### src/rtl/pipeline_stage1_pkg.sv
// Shared definitions for the operand-assembly stage: state encodings,
// the NOP opcode and the operand-count field codes. Also reused by decode.
package pipeline_stage1_pkg;

  // Assembly states; the 2-bit encoding is visible on the debug port.
  typedef enum logic [1:0] {
    S_OPCODE = 2'd0,
    S_IMM_LO = 2'd1,
    S_IMM_HI = 2'd2
  } state_e;

  localparam int OPCODE_NOP = 0;

  // The operand count lives in the top two bits of the opcode byte.
  localparam int CNT_FIELD_BITS = 2;

  localparam logic [1:0] CNT_NONE = 2'b00;  // no operand bytes
  localparam logic [1:0] CNT_ONE  = 2'b01;  // one operand byte
  localparam logic [1:0] CNT_TWO  = 2'b10;  // two operand bytes, low first
  localparam logic [1:0] CNT_RSVD = 2'b11;  // no operand bytes; trappable

endpackage

### src/rtl/pipeline_stage1_count_decode.sv
// operand_count_decode: combinational opcode -> {operand count, illegal}.
// illegal only ever rises when TRAP_EN is set; otherwise the reserved
// count code is an ordinary zero-operand opcode.
module operand_count_decode
  import pipeline_stage1_pkg::*;
#(
  parameter int WIDTH   = 8,
  parameter bit TRAP_EN = 1'b0
) (
  input  logic [WIDTH-1:0] opcode,
  output logic [1:0]       count,
  output logic             illegal
);

  // Low opcode bits do not affect the operand count.
  logic unused_low_bits;

  assign count           = opcode[WIDTH-1 -: CNT_FIELD_BITS];
  assign illegal         = TRAP_EN && (count == CNT_RSVD);
  assign unused_low_bits = ^opcode[WIDTH-CNT_FIELD_BITS-1:0];

endmodule

### src/rtl/pipeline_stage1.sv
// pipeline_stage1: collects an opcode and its 0..2 operand bytes from the
// fetch byte stream and issues opcode + immediate to decode.
// All state updates on the falling clock edge; reset is asynchronous.
// Optional feature: PIPELINE_STAGE1_ILLEGAL_TRAP_EN turns count code 11
// into a one-cycle illegal_trap instead of a zero-operand issue.
//
// Handshake: a byte on instruction_in is consumed at every negedge where
// bus_request is 0; bus_request=1 is a stall and nothing is consumed.
// instr_valid is a one-cycle strobe with no back-pressure: decode must take
// instruction_out/imm_out in the cycle instr_valid is 1. When instr_valid
// is 0, instruction_out is the NOP opcode (a bubble).
module pipeline_stage1
  import pipeline_stage1_pkg::*;
#(
  parameter int WIDTH = 8
) (
  input  logic               clk,
  input  logic               reset,
  input  logic               bus_request,
  input  logic [WIDTH-1:0]   instruction_in,
  output logic [WIDTH-1:0]   instruction_out,
  output logic [2*WIDTH-1:0] imm_out,
  output logic               instr_valid,
  output logic               operand_fetch,
  output logic               illegal_trap,
  output logic [1:0]         state_dbg
);

`ifdef PIPELINE_STAGE1_ILLEGAL_TRAP_EN
  localparam bit TRAP_EN = 1'b1;
`else
  localparam bit TRAP_EN = 1'b0;
`endif

  state_e             state_q, state_d;
  logic [WIDTH-1:0]   op_hold_q, op_hold_d;
  logic [WIDTH-1:0]   imm_lo_q, imm_lo_d;
  logic [WIDTH-1:0]   instr_q, instr_d;
  logic [2*WIDTH-1:0] imm_q, imm_d;
  logic               valid_q, valid_d;
  logic               trap_q, trap_d;

  logic [1:0]         in_count;
  logic               in_illegal;
  logic [1:0]         hold_count;

  operand_count_decode #(
    .WIDTH   (WIDTH),
    .TRAP_EN (TRAP_EN)
  ) u_count_decode (
    .opcode  (instruction_in),
    .count   (in_count),
    .illegal (in_illegal)
  );

  assign hold_count = op_hold_q[WIDTH-1 -: CNT_FIELD_BITS];

  // Next-state and next-output logic for the assembly FSM.
  always_comb begin
    state_d   = state_q;
    op_hold_d = op_hold_q;
    imm_lo_d  = imm_lo_q;
    instr_d   = WIDTH'(OPCODE_NOP);
    imm_d     = imm_q;
    valid_d   = 1'b0;
    trap_d    = trap_q;
    if (!bus_request) begin
      trap_d = 1'b0;
      case (state_q)
        S_OPCODE: begin
          op_hold_d = instruction_in;
          if (in_illegal) begin
            trap_d = 1'b1;
          end else if (in_count == CNT_ONE || in_count == CNT_TWO) begin
            state_d = S_IMM_LO;
          end else begin
            instr_d = instruction_in;
            imm_d   = '0;
            valid_d = 1'b1;
          end
        end
        S_IMM_LO: begin
          if (hold_count == CNT_ONE) begin
            instr_d = op_hold_q;
            imm_d   = {{WIDTH{1'b0}}, instruction_in};
            valid_d = 1'b1;
            state_d = S_OPCODE;
          end else begin
            imm_lo_d = instruction_in;
            state_d  = S_IMM_HI;
          end
        end
        S_IMM_HI: begin
          instr_d = op_hold_q;
          imm_d   = {instruction_in, imm_lo_q};
          valid_d = 1'b1;
          state_d = S_OPCODE;
        end
        default: begin
          state_d = S_OPCODE;
        end
      endcase
    end
  end

  // State and registered outputs, updated on the falling edge.
  always_ff @(negedge clk or posedge reset) begin
    if (reset) begin
      state_q   <= S_OPCODE;
      op_hold_q <= '0;
      imm_lo_q  <= '0;
      instr_q   <= '0;
      imm_q     <= '0;
      valid_q   <= 1'b0;
      trap_q    <= 1'b0;
    end else begin
      state_q   <= state_d;
      op_hold_q <= op_hold_d;
      imm_lo_q  <= imm_lo_d;
      instr_q   <= instr_d;
      imm_q     <= imm_d;
      valid_q   <= valid_d;
      trap_q    <= trap_d;
    end
  end

  assign instruction_out = instr_q;
  assign imm_out         = imm_q;
  assign instr_valid     = valid_q;
  assign illegal_trap    = trap_q;
  assign operand_fetch   = (state_q == S_IMM_LO) || (state_q == S_IMM_HI);
  assign state_dbg       = state_q;

endmodule

### config.mk
export PLATFORM = sky130hd
export DESIGN_NAME = pipeline_stage1
export DESIGN_NICKNAME = d
export VERILOG_FILES = /design/src/rtl/pipeline_stage1_pkg.sv /design/src/rtl/pipeline_stage1_count_decode.sv /design/src/rtl/pipeline_stage1.sv
export SDC_FILE = /design/constraint.sdc
export NUM_CORES = 1
export LEC_CHECK = 0
export BUFFER_PORTS_ARGS = -buffer_cell sky130_fd_sc_hd__buf_2
export CAP_MARGIN = 25
export CORE_ASPECT_RATIO = 1.5
export CORE_MARGIN = 2
export CORE_UTILIZATION = 54
export DETAILED_ROUTE_END_ITERATION = 10
export PLACE_DENSITY = 0.79
export SKIP_CTS_REPAIR_TIMING = 1
export SYNTH_ARGS = -nofsm -noshare
export SYNTH_HDL_FRONTEND = slang
export SYNTH_SLANG_ARGS = --single-unit
### constraint.sdc
create_clock -name clk -period 2.06 [get_ports clk]
set_input_delay 0.206 -clock clk [delete_from_list [all_inputs] [get_ports clk]]
set_output_delay 0.206 -clock clk [all_outputs]
set_load 0.05 [all_outputs]
==> run summary <==
R2R cell count -> 7
clk buf depth -> 2
die area -> 4160 µm²
core area -> 3450 µm²
critical path data arrival time -> 2.26 ns
DP Area -> 2400 µm²
FF+latch count, synth -> 43
RSZ-0062 raised after global routing -> true
vias in the first global route -> 1612
HPWL Detailed -> 3520 µm
routing usage on met3 -> 5.38%
Hold WC Path Type -> reg2reg
CP required -> 1.85 ns
final instance area -> 2790 µm²
Final WS setup -> -0.409 ns
number of remaining DRC errors -> 0
top-level I/O count -> 40
Fin. Hold Viols -> 0
area occupied by multi-input gates -> 846 µm²
Root Buffer Master -> clkbuf_8
largest net degree at the start of global routing -> 19
gr busiest metal -> met2
die width -> 53.3 µm
leakage -> 0.00132 µW
CTS Sinks -> 43
ANT nets after route -> 0
Site Rows -> 26
Final Setup Violations -> 44
Pre-antenna DRT Iters -> 4
FF+latch area -> 1080 µm²
Critical Path End Type -> output port
Mapped Area -> 1970 µm²
# fillers -> 210
met1 usage -> 29.0%
vias post-DR -> 1512
worst skew pair latency -> 0.30 ns
critical path class -> reg2out
Final Skew -> 0.00395 ns
Distinct cells, synth -> 26
CP Max Fanout -> 2
violation count after the first detailed-route iteration -> 46
Nets -> 247
status -> finished with violations
CTS HTree Levels -> 2
max cap viols -> 0
Peak VDD IR -> 1530 µV
Routed WL -> 4840 µm
initial core utilization -> 57.1%
DR vias/cell -> 5.54
post-synthesis sequential area ratio -> 54.6%
type of origin of the critical path -> register
P&R area growth vs syn -> 41.6%
Avg Synthesized Cell Area -> 12.1 µm²
Syn. warnings -> 0
Slew headroom -> 64.3%
Port Buffers -> 38
Syn Inst Count -> 163
GR Layer Usage met2 -> 43.0%
pin slew with the least headroom to its limit -> 0.536 ns
failing checks -> setup timing
diode count -> 0
share of cells above drive strength 1 -> 45.9%
Max Slew Vio Count -> 0
power consumption -> 4940 µW
DR WL/cell -> 17.7 µm
CTS Buf Count -> 5
first-pass GRT wire length -> 7620 µm
GRT Residual Overflow -> 0
Total GRT Usage -> 25.4%
Die H -> 78.0 µm
Worst Hold Path Cells -> 1
routability cong. -> 0.879
initial antenna violation count -> 0
CTS tree -> yes
Reg clk slew, reported paths -> 0.05 ns
Power per Cell Area -> 1770 nW/µm²
Mapped Nets -> 180
==> placed cells by master, fill, tap and decap left out <==
master,netlist,layout
mux2_2,22,15
nor2b_1,9,8
nand2b_1,2,2
o21ai_1,0,1
ha_1,6,4
nand3b_1,1,1
mux2_4,2,9
buf_4,1,26
clkbuf_1,6,1
ha_4,0,2
nor2b_2,0,1
nor2_1,4,4
inv_2,0,1
nor3_1,1,1
buf_6,1,28
o31ai_1,1,1
buf_12,1,3
a22oi_1,9,9
buf_8,0,4
clkinvlp_4,0,1
a221oi_1,1,1
and2b_1,1,1
inv_1,11,9
o21ai_0,7,6
conb_1,1,1
clkbuf_8,0,7
or2_1,1,1
dfrtn_1,43,43
a221oi_4,1,1
a21oi_1,7,7
mux2i_1,8,8
and3b_1,1,1
nand2_1,15,15
buf_2,0,8
==> synthesized netlist by cell type <==
| master | number | area (µm²) |
|---|---|---|
| a21oi_1 | 7 | 35.0 |
| a221oi_1 | 1 | 8.76 |
| a221oi_4 | 1 | 26.3 |
| a22oi_1 | 9 | 67.6 |
| and2b_1 | 1 | 7.51 |
| and3b_1 | 1 | 8.76 |
| buf_12 | 1 | 20.0 |
| buf_4 | 1 | 7.51 |
| buf_6 | 1 | 11.3 |
| clkbuf_1 | 6 | 22.5 |
| conb_1 | 1 | 3.75 |
| dfrtn_1 | 43 | 1080 |
| ha_1 | 6 | 75.1 |
| inv_1 | 11 | 41.3 |
| mux2_2 | 22 | 248 |
| mux2_4 | 2 | 30.0 |
| mux2i_1 | 8 | 80.1 |
| nand2_1 | 15 | 56.3 |
| nand2b_1 | 2 | 12.5 |
| nand3b_1 | 1 | 7.51 |
| nor2_1 | 4 | 15.0 |
| nor2b_1 | 9 | 56.3 |
| nor3_1 | 1 | 5.00 |
| o21ai_0 | 7 | 35.0 |
| o31ai_1 | 1 | 7.51 |
| or2_1 | 1 | 6.26 |
==> final cells by class <==
class	count	area share, %
clock buffer	8	3.59
timing repair buffer	69	24.0
inverter	11	1.61
sequential	43	38.6
tap	42	1.88
multi-input combinational	100	30.3
==> sequential cells by signal (all words and copies together) (netlist names) <==
register,flops
imm_out,16
op_hold_q,8
imm_lo_q,8
instruction_out,8
instr_valid,1
state_dbg,2
==> critical path, stage by stage (launching register included) <==
cell and delay, ns:
dfrtn_1 0.44, inv_2 0.07, ha_4 0.28, buf_8 0.14
==> per-stage QoR <==
stage | utilization [%] | cells | hold slack, ns | TNS [ns] | worst slack [ns]
after CTS | 72.5 | 268 | 0.452 | -7.30 | -0.521
after detailed placement | 69.6 | 260 | 0.449 | -14.10 | -0.513
after global routing | 80.9 | 273 | 0.473 | -5.13 | -0.465
after floorplan | - | 163 | 0.434 | -6.26 | -0.511
after global placement | 69.6 | 260 | 0.444 | -12.99 | -0.482
final | 80.9 | 273 | 0.462 | -3.98 | -0.409
==> final timing paths <==
check	startpoint	to	slack, ns
worst max-delay path	state_dbg[1]	operand_fetch	-0.41
worst min-delay path	op_hold_q[2]	op_hold_q[2]	0.46
worst max register to register	state_dbg[1]	imm_out[4]	0.07
worst min register to register	op_hold_q[2]	op_hold_q[2]	0.46
max in group asynchronous	reset	op_hold_q[6]	0.86
min in group asynchronous	reset	imm_out[9]	0.78
==> layer usage <==
layer  up-vias  wire length [µm]
met5         -                 0
li1        686                 -
met2        55              2610
met1       758              1860
met4         0               122
met3        13               252
==> report_power, final <==
part | leakage, µW | total [µW] | switching [µW] | internal, µW
sequential | 0.000554 | 1470 | 230 | 1240
combinational | 0.000719 | 2890 | 1590 | 1300
clock | 0.0000515 | 586 | 280 | 306
==> kinds of logic after synthesis <==
logic type | count (synthesis) | share of synthesized area, %
buffers and inverters | 20 | 5.21
adder cells (fa/ha/maj) | 6 | 3.81
multiplexers | 32 | 18.2
flip-flops | 43 | 54.6
other | 1 | 0.190
AND/OR/NAND/NOR | 35 | 8.89
AO/OA/AOI/OAI | 26 | 9.14
(Power assumes the default switching activity.)
